File: config.mk
export PLATFORM = sky130hd
export DESIGN_NAME = ps2_host_tx_flat
export DESIGN_NICKNAME = d
export VERILOG_FILES = /design/src/rtl/ps2_host_tx_if.sv /design/src/rtl/ps2_host_tx.sv /design/src/flat_wrapper.sv
export SDC_FILE = /design/constraint.sdc
export NUM_CORES = 1
export LEC_CHECK = 0
export ABC_AREA = 1
export CORE_UTILIZATION = 49
export CTS_CLUSTER_DIAMETER = 30
export CTS_CLUSTER_SIZE = 14
export DETAILED_ROUTE_END_ITERATION = 8
export PLACE_DENSITY = 0.68
export SLEW_MARGIN = 20
export SYNTH_ARGS = -nofsm -noshare
export SYNTH_HDL_FRONTEND = slang
export SYNTH_SLANG_ARGS = --single-unit
File: constraint.sdc
create_clock -name clk -period 3.9 [get_ports clk]
set_clock_uncertainty 0.1 [all_clocks]
set_input_delay 0.39 -clock clk [delete_from_list [all_inputs] [get_ports clk]]
set_output_delay 0.39 -clock clk [all_outputs]
set_load 0.005 [all_outputs]
File: src/rtl/ps2_host_tx_if.sv
// Host-side PS/2 transmit bundle: command handshake, status pulses and open-collector pin controls.
// The slave modport is the transmitter; the master modport is its user plus the pin pads.
interface ps2_host_tx_if;
    logic [7:0] data;
    logic       send;
    logic       ready;
    logic       busy;
    logic       done;
    logic       err;
    logic       ps2_clk_in;
    logic       ps2_dat_in;
    logic       ps2_clk_oe;
    logic       ps2_dat_oe;

    modport master (
        output data, send, ps2_clk_in, ps2_dat_in,
        input  ready, busy, done, err, ps2_clk_oe, ps2_dat_oe
    );

    modport slave (
        input  data, send, ps2_clk_in, ps2_dat_in,
        output ready, busy, done, err, ps2_clk_oe, ps2_dat_oe
    );
endinterface

File: src/rtl/ps2_host_tx.sv
// PS/2 host-to-device command transmitter: inhibit, request-to-send, odd-parity shift, ACK check.
// Define PS2_TX_RETRY_EN to resend the latched byte once after a NACK or timeout.
module ps2_host_tx #(
    parameter int INHIBIT_CYCLES = 5000,
    parameter int START_CYCLES   = 16,
    parameter int TIMEOUT_CYCLES = 750000
) (
    input  logic         clk,
    input  logic         rst_n,
    ps2_host_tx_if.slave bus
);
    localparam int PH_MAX = (INHIBIT_CYCLES > START_CYCLES) ? INHIBIT_CYCLES : START_CYCLES;
    localparam int CNT_W  = $clog2(PH_MAX + 1);
    localparam int TO_W   = $clog2(TIMEOUT_CYCLES + 1);

    typedef enum logic [2:0] {
        ST_IDLE,
        ST_INHIBIT,
        ST_START,
        ST_SHIFT,
        ST_ACK,
        ST_WAIT_IDLE
    } state_t;

    state_t r_state;
    state_t w_state_nxt;

    logic r_clk_s1, r_clk_s2, r_clk_prev;
    logic r_dat_s1, r_dat_s2;
    logic w_fe;

    logic [CNT_W-1:0] r_cnt;
    logic [TO_W-1:0]  r_to_cnt;
    logic [3:0]       r_edge;
    logic [9:0]       r_frame;
    logic             r_bit_oe;
    logic             r_nack;
    logic             r_done;
    logic             r_err;

    logic w_in_frame;
    logic w_phase_end;
    logic w_to_expire;
    logic w_shift;
    logic w_fail;
    logic w_done_set;
    logic w_err_set;

`ifdef PS2_TX_RETRY_EN
    logic [7:0] r_data;
    logic       r_retried;
    logic       w_retry;
`endif

    // Stop bit, odd parity, then data; shifted out from bit 0.
    function automatic logic [9:0] frame_of(input logic [7:0] d);
        return {1'b1, ~^d, d};
    endfunction

    // Pin synchronizers; idle lines are high, so reset to 1 keeps the edge detector quiet.
    always_ff @(posedge clk or negedge rst_n) begin
        if (!rst_n) begin
            r_clk_s1   <= 1'b1;
            r_clk_s2   <= 1'b1;
            r_clk_prev <= 1'b1;
            r_dat_s1   <= 1'b1;
            r_dat_s2   <= 1'b1;
        end else begin
            r_clk_s1   <= bus.ps2_clk_in;
            r_clk_s2   <= r_clk_s1;
            r_clk_prev <= r_clk_s2;
            r_dat_s1   <= bus.ps2_dat_in;
            r_dat_s2   <= r_dat_s1;
        end
    end

    assign w_fe       = r_clk_prev & ~r_clk_s2;
    assign w_in_frame = (r_state == ST_SHIFT) || (r_state == ST_ACK) || (r_state == ST_WAIT_IDLE);
    assign w_to_expire = w_in_frame && (r_to_cnt == TO_W'(TIMEOUT_CYCLES - 1));
    assign w_shift    = (r_state == ST_SHIFT) && w_fe && !w_to_expire;

    always_comb begin
        w_phase_end = 1'b0;
        if (r_state == ST_INHIBIT) begin
            w_phase_end = (r_cnt == CNT_W'(INHIBIT_CYCLES - 1));
        end else if (r_state == ST_START) begin
            w_phase_end = (r_cnt == CNT_W'(START_CYCLES - 1));
        end
    end

    always_ff @(posedge clk or negedge rst_n) begin
        if (!rst_n) begin
            r_state <= ST_IDLE;
        end else begin
            r_state <= w_state_nxt;
        end
    end

    // Timeout is tested before any edge so an expiring counter always wins.
    always_comb begin
        w_state_nxt = r_state;
        w_fail      = 1'b0;
        w_done_set  = 1'b0;
        w_err_set   = 1'b0;
`ifdef PS2_TX_RETRY_EN
        w_retry     = 1'b0;
`endif
        case (r_state)
            ST_IDLE: begin
                if (bus.send) w_state_nxt = ST_INHIBIT;
            end
            ST_INHIBIT: begin
                if (w_phase_end) w_state_nxt = ST_START;
            end
            ST_START: begin
                if (w_phase_end) w_state_nxt = ST_SHIFT;
            end
            ST_SHIFT: begin
                if (w_to_expire) begin
                    w_fail = 1'b1;
                end else if (w_fe && (r_edge == 4'd9)) begin
                    w_state_nxt = ST_ACK;
                end
            end
            ST_ACK: begin
                if (w_to_expire) begin
                    w_fail = 1'b1;
                end else if (w_fe) begin
                    w_state_nxt = ST_WAIT_IDLE;
                end
            end
            ST_WAIT_IDLE: begin
                if (w_to_expire) begin
                    w_fail = 1'b1;
                end else if (r_clk_s2 && r_dat_s2) begin
                    if (r_nack) begin
                        w_fail = 1'b1;
                    end else begin
                        w_state_nxt = ST_IDLE;
                        w_done_set  = 1'b1;
                    end
                end
            end
            default: w_state_nxt = ST_IDLE;
        endcase

        if (w_fail) begin
`ifdef PS2_TX_RETRY_EN
            if (!r_retried) begin
                w_state_nxt = ST_INHIBIT;
                w_retry     = 1'b1;
            end else begin
                w_state_nxt = ST_IDLE;
                w_err_set   = 1'b1;
            end
`else
            w_state_nxt = ST_IDLE;
            w_err_set   = 1'b1;
`endif
        end
    end

    always_comb begin
        bus.ready      = (r_state == ST_IDLE);
        bus.busy       = (r_state != ST_IDLE);
        bus.done       = r_done;
        bus.err        = r_err;
        bus.ps2_clk_oe = (r_state == ST_INHIBIT) || (r_state == ST_START);
        case (r_state)
            ST_START: bus.ps2_dat_oe = 1'b1;
            ST_SHIFT: bus.ps2_dat_oe = r_bit_oe;
            default:  bus.ps2_dat_oe = 1'b0;
        endcase
    end

    // Phase, timeout and bit counters plus the registered result pulses.
    always_ff @(posedge clk or negedge rst_n) begin
        if (!rst_n) begin
            r_cnt    <= '0;
            r_to_cnt <= '0;
            r_edge   <= '0;
            r_bit_oe <= 1'b0;
            r_nack   <= 1'b0;
            r_done   <= 1'b0;
            r_err    <= 1'b0;
        end else begin
            r_done <= w_done_set;
            r_err  <= w_err_set;

            if (w_state_nxt != r_state) begin
                r_cnt <= '0;
            end else if ((r_state == ST_INHIBIT) || (r_state == ST_START)) begin
                r_cnt <= r_cnt + CNT_W'(1);
            end

            if (r_state == ST_START) begin
                r_to_cnt <= '0;
            end else if (w_in_frame) begin
                r_to_cnt <= r_to_cnt + TO_W'(1);
            end

            // The start bit stays on the line until the device's first falling edge.
            if (r_state == ST_START) begin
                r_edge   <= '0;
                r_bit_oe <= 1'b1;
            end else if (w_shift) begin
                r_edge   <= r_edge + 4'd1;
                r_bit_oe <= ~r_frame[0];
            end

            if ((r_state == ST_ACK) && w_fe && !w_to_expire) begin
                r_nack <= r_dat_s2;
            end
        end
    end

`ifdef PS2_TX_RETRY_EN
    always_ff @(posedge clk or negedge rst_n) begin
        if (!rst_n) begin
            r_retried <= 1'b0;
        end else if (r_state == ST_IDLE) begin
            r_retried <= 1'b0;
        end else if (w_retry) begin
            r_retried <= 1'b1;
        end
    end
`endif

    always_ff @(posedge clk) begin
        if ((r_state == ST_IDLE) && bus.send) begin
            r_frame <= frame_of(bus.data);
`ifdef PS2_TX_RETRY_EN
        end else if (w_retry) begin
            r_frame <= frame_of(r_data);
`endif
        end else if (w_shift) begin
            r_frame <= {1'b0, r_frame[9:1]};
        end
`ifdef PS2_TX_RETRY_EN
        if ((r_state == ST_IDLE) && bus.send) begin
            r_data <= bus.data;
        end
`endif
    end
endmodule
File: src/flat_wrapper.sv
// flat-port wrapper written by rule: the top's interface ports become plain ports
module ps2_host_tx_flat 
#(
    parameter int INHIBIT_CYCLES = 5000,
    parameter int START_CYCLES   = 16,
    parameter int TIMEOUT_CYCLES = 750000
)
  (clk, rst_n, bus_data, bus_send, bus_ps2_clk_in, bus_ps2_dat_in, bus_ready, bus_busy, bus_done, bus_err, bus_ps2_clk_oe, bus_ps2_dat_oe);
  ps2_host_tx_if bus_i ();
  input  logic clk;
  input  logic rst_n;
  input wire logic [$bits(bus_i.data)-1:0] bus_data;
  input wire logic [$bits(bus_i.send)-1:0] bus_send;
  input wire logic [$bits(bus_i.ps2_clk_in)-1:0] bus_ps2_clk_in;
  input wire logic [$bits(bus_i.ps2_dat_in)-1:0] bus_ps2_dat_in;
  output wire logic [$bits(bus_i.ready)-1:0] bus_ready;
  output wire logic [$bits(bus_i.busy)-1:0] bus_busy;
  output wire logic [$bits(bus_i.done)-1:0] bus_done;
  output wire logic [$bits(bus_i.err)-1:0] bus_err;
  output wire logic [$bits(bus_i.ps2_clk_oe)-1:0] bus_ps2_clk_oe;
  output wire logic [$bits(bus_i.ps2_dat_oe)-1:0] bus_ps2_dat_oe;
  assign bus_i.data = bus_data;
  assign bus_i.send = bus_send;
  assign bus_i.ps2_clk_in = bus_ps2_clk_in;
  assign bus_i.ps2_dat_in = bus_ps2_dat_in;
  assign bus_ready = bus_i.ready;
  assign bus_busy = bus_i.busy;
  assign bus_done = bus_i.done;
  assign bus_err = bus_i.err;
  assign bus_ps2_clk_oe = bus_i.ps2_clk_oe;
  assign bus_ps2_dat_oe = bus_i.ps2_dat_oe;
  ps2_host_tx #(.INHIBIT_CYCLES(INHIBIT_CYCLES), .START_CYCLES(START_CYCLES), .TIMEOUT_CYCLES(TIMEOUT_CYCLES)) u_core (.clk(clk), .rst_n(rst_n), .bus(bus_i));
endmodule
==> results.cfg <==
[run_status]
status = finished, violations left
violations = hold timing

[global_route]
grt_most_used_layer = met2
gr-usage-met3_pct = 6.19
gr-usage-met1_pct = 27.5
grt_pass1_vias = 2555
grt_max_degree = 50
grt_antenna_before_repair = 0
grt-ovfl-total = 0
grt_pass1_wl_um = 11800
met2_usage_pct = 35.1
grt_use_total_pct = 21.3

[yosys]
ys.flop_type = dfrtp_1
syn_area_um2 = 3320
ys_seq_area_share_pct = 45.9
synth_edf_count = 9
synth_top_area_share_pct = 33.2
synth_top_cell_by_area = dfrtp_1
synth.most_common_cell = nand2_1
synth_cells = 415
ys_ff_latch = 59
synth_area_leaders = dfrtp_1 33%, nand2_1 11%, edfxtp_1 8.1%
synth_area_per_cell_um2 = 8.00
synth_nets = 432
synthTopCellsByCount = 95 x nand2_1, 51 x inv_1, 44 x dfrtp_1, 40 x nor2_1, 31 x nand3_1
ys_warn_count = 0
synth_cell_types = 36
synth-async-reset-ratio_pct = 83.1

[placement]
place_congestion = 0.911
hpwl_um = 4950
place_ws_ns = 1.53
numPortBuffers = 18

[layout]
postLayoutCoreUtil_pct = 58.7
antenna_cells = 0
fillers = 594
syn2layout_area_growth_pct = 14.2
drive_gt1_share_pct = 13.1
multi_input_area_um2 = 1550
num-nets-final = 456
seqCellArea_um2 = 1520

[sta]
final-setup-viol-count = 0
hold_ws_ns = -0.0336
tightest_slew_ns = 0.607
worst_slack_ns = 1.23
period_needed_ns = 2.67
maxSlewViolCount = 0
slew_headroom_pct = 59.5
layout_worst_path_cycle_share_pct = 68.5
rsz0062_at_grt = false
finalHoldViolCount = 44
fmax_ghz = 0.374
fin_setup_tns_ns = 0

[floorplan]
initial_core_util_pct = 51.4
dieArea_um2 = 7110
die-height_um = 84.3
coreArea_um2 = 6460
row_count = 29
io_pins = 19
die_w_um = 84.3

[route]
drt_pre_antenna_iters = 4
wirelength_um = 6770
drt_iter0_drc = 134
drc_errors = 0
drt.antenna.violating_nets = 0
wire_per_inst_um = 13.0
vias_per_cell = 5.28
num_vias = 2752

[clock_network]
cts_tree = yes
clock_sinks = 59
clk_pin_slew_ns = 0.07
cts_root_buf = clkbuf_8
hold_buffers = 0
cts-resized-gates = 0
clock_latency_ns = 0.34
post-cts-setup-buffers = 0
clk_path_buf_depth = 2
numCtsBuffers = 9
htree_levels = 3

[critical_path]
start_kind = register
rrSetupSlack_ns = 1.51
crit_required_ns = 3.41
path_class = reg -> out
cp.arrival_ns = 2.18
endpoint_kind = output port
crit_fanout = 24

[run]
maxCapViolations = 0

[power_and_ir_drop]
power_leakage_nw = 1.74
p_per_area_nw_per_um2 = 340
peakVddDrop_uv = 317

[worst_hold_path]
min_path_type = in -> async
[layout make-up]
class                      count  share of cell area (%)
timing repair buffer          18                    4.69
multi-input combinational    293                    40.9
sequential                    59                    40.2
clock buffer                   9                    3.27
inverter                      58                    5.81
clock inverter                 7                    2.67
tap                           77                    2.54
[registers in the layout, summed over array words and instances (netlist names)]
name	flops
u_core.bus.err	1
u_core.r_clk_s2	1
u_core.r_state	3
u_core.r_dat_s2	1
u_core.r_clk_prev	1
u_core.r_nack	1
u_core.r_to_cnt	20
u_core.bus.done	1
u_core.r_bit_oe	1
u_core.r_dat_s1	1
u_core.r_edge	4
u_core.r_clk_s1	1
u_core.r_cnt	13
u_core.r_frame	10
[kinds of logic after synthesis]
group                      after synthesis  synth area share [%]
and+or+nand+nor                        227                  32.1
xor gates and xnor gates                24                  6.33
DFF                                     59                  45.9
AOI/OAI and AO/OA                       36                  6.10
buffers and inverters                   63                  7.50
adders and majority gates                4                  1.51
muxes                                    2                 0.641
[cell usage in the layout, fill, tap and decap left out, types with 3 or more instances in the layout]
master,count
nand3_1,31
nor2_2,13
inv_2,6
inv_1,51
nand4_1,18
nor2_4,3
a21oi_1,14
clkdlybuf4s50_1,17
edfxtp_1,9
dfrtp_1,44
dfstp_2,5
nor2_1,40
ha_1,4
nand2_1,95
clkbuf_8,9
nand2_2,8
xor2_1,19
nor3_1,12
xnor2_1,5
o21ai_0,14
[where the power goes]
group / internal (W) / total (W) / switching, W
Combinational: 0.0000177 / 0.0000362 / 0.0000185
Clock: 0.000363 / 0.000624 / 0.000260
Sequential: 0.000628 / 0.000629 / 0.00000131
[critical path: stages (launching register included)]
cell and delay [ns]:
dfrtp_1 0.42, inv_2 0.10, nand2_1 0.09, nor2_4 0.24, inv_2 0.24, nand2_2 0.22, clkdlybuf4s50_1 0.53
[through the flow]
stage,std cells,cell area [um2],power (W)
2_1_floorplan,415,3320,0.000653
3_3_place_gp,505,3560,0.000678
3_5_place_dp,505,3560,0.000678
4_1_cts,521,3790,0.00130
5_1_grt,521,3790,0.00133
6_report,521,3790,0.00129
[worst paths after layout]
path                                                  start                               to  depth (start not counted)
worst max-delay path            u_core.r_state[2]$_DFF_PN0_                   bus_ps2_clk_oe                          6
worst min-delay path                                  rst_n  u_core.r_to_cnt[11]$_DFFE_PN0P_                          1
worst max register to register  u_core.r_state[2]$_DFF_PN0_  u_core.r_to_cnt[11]$_DFFE_PN0P_                         12
worst min register to register    u_core.r_clk_s1$_DFF_PN1_        u_core.r_clk_s2$_DFF_PN1_                          0
max in group asynchronous                             rst_n      u_core.r_bit_oe$_DFFE_PN0P_                          1
min in group clk                  u_core.r_clk_s1$_DFF_PN1_        u_core.r_clk_s2$_DFF_PN1_                          0
[per-layer routing]
layer | routed length (um) | vias to the layer above
li1 | - | 1388
met1 | 3070 | 1291
met2 | 3300 | 64
met3 | 322 | 9
met4 | 86 | 0
met5 | 0 | -
Note: power is estimated with default switching activity, not from simulation.
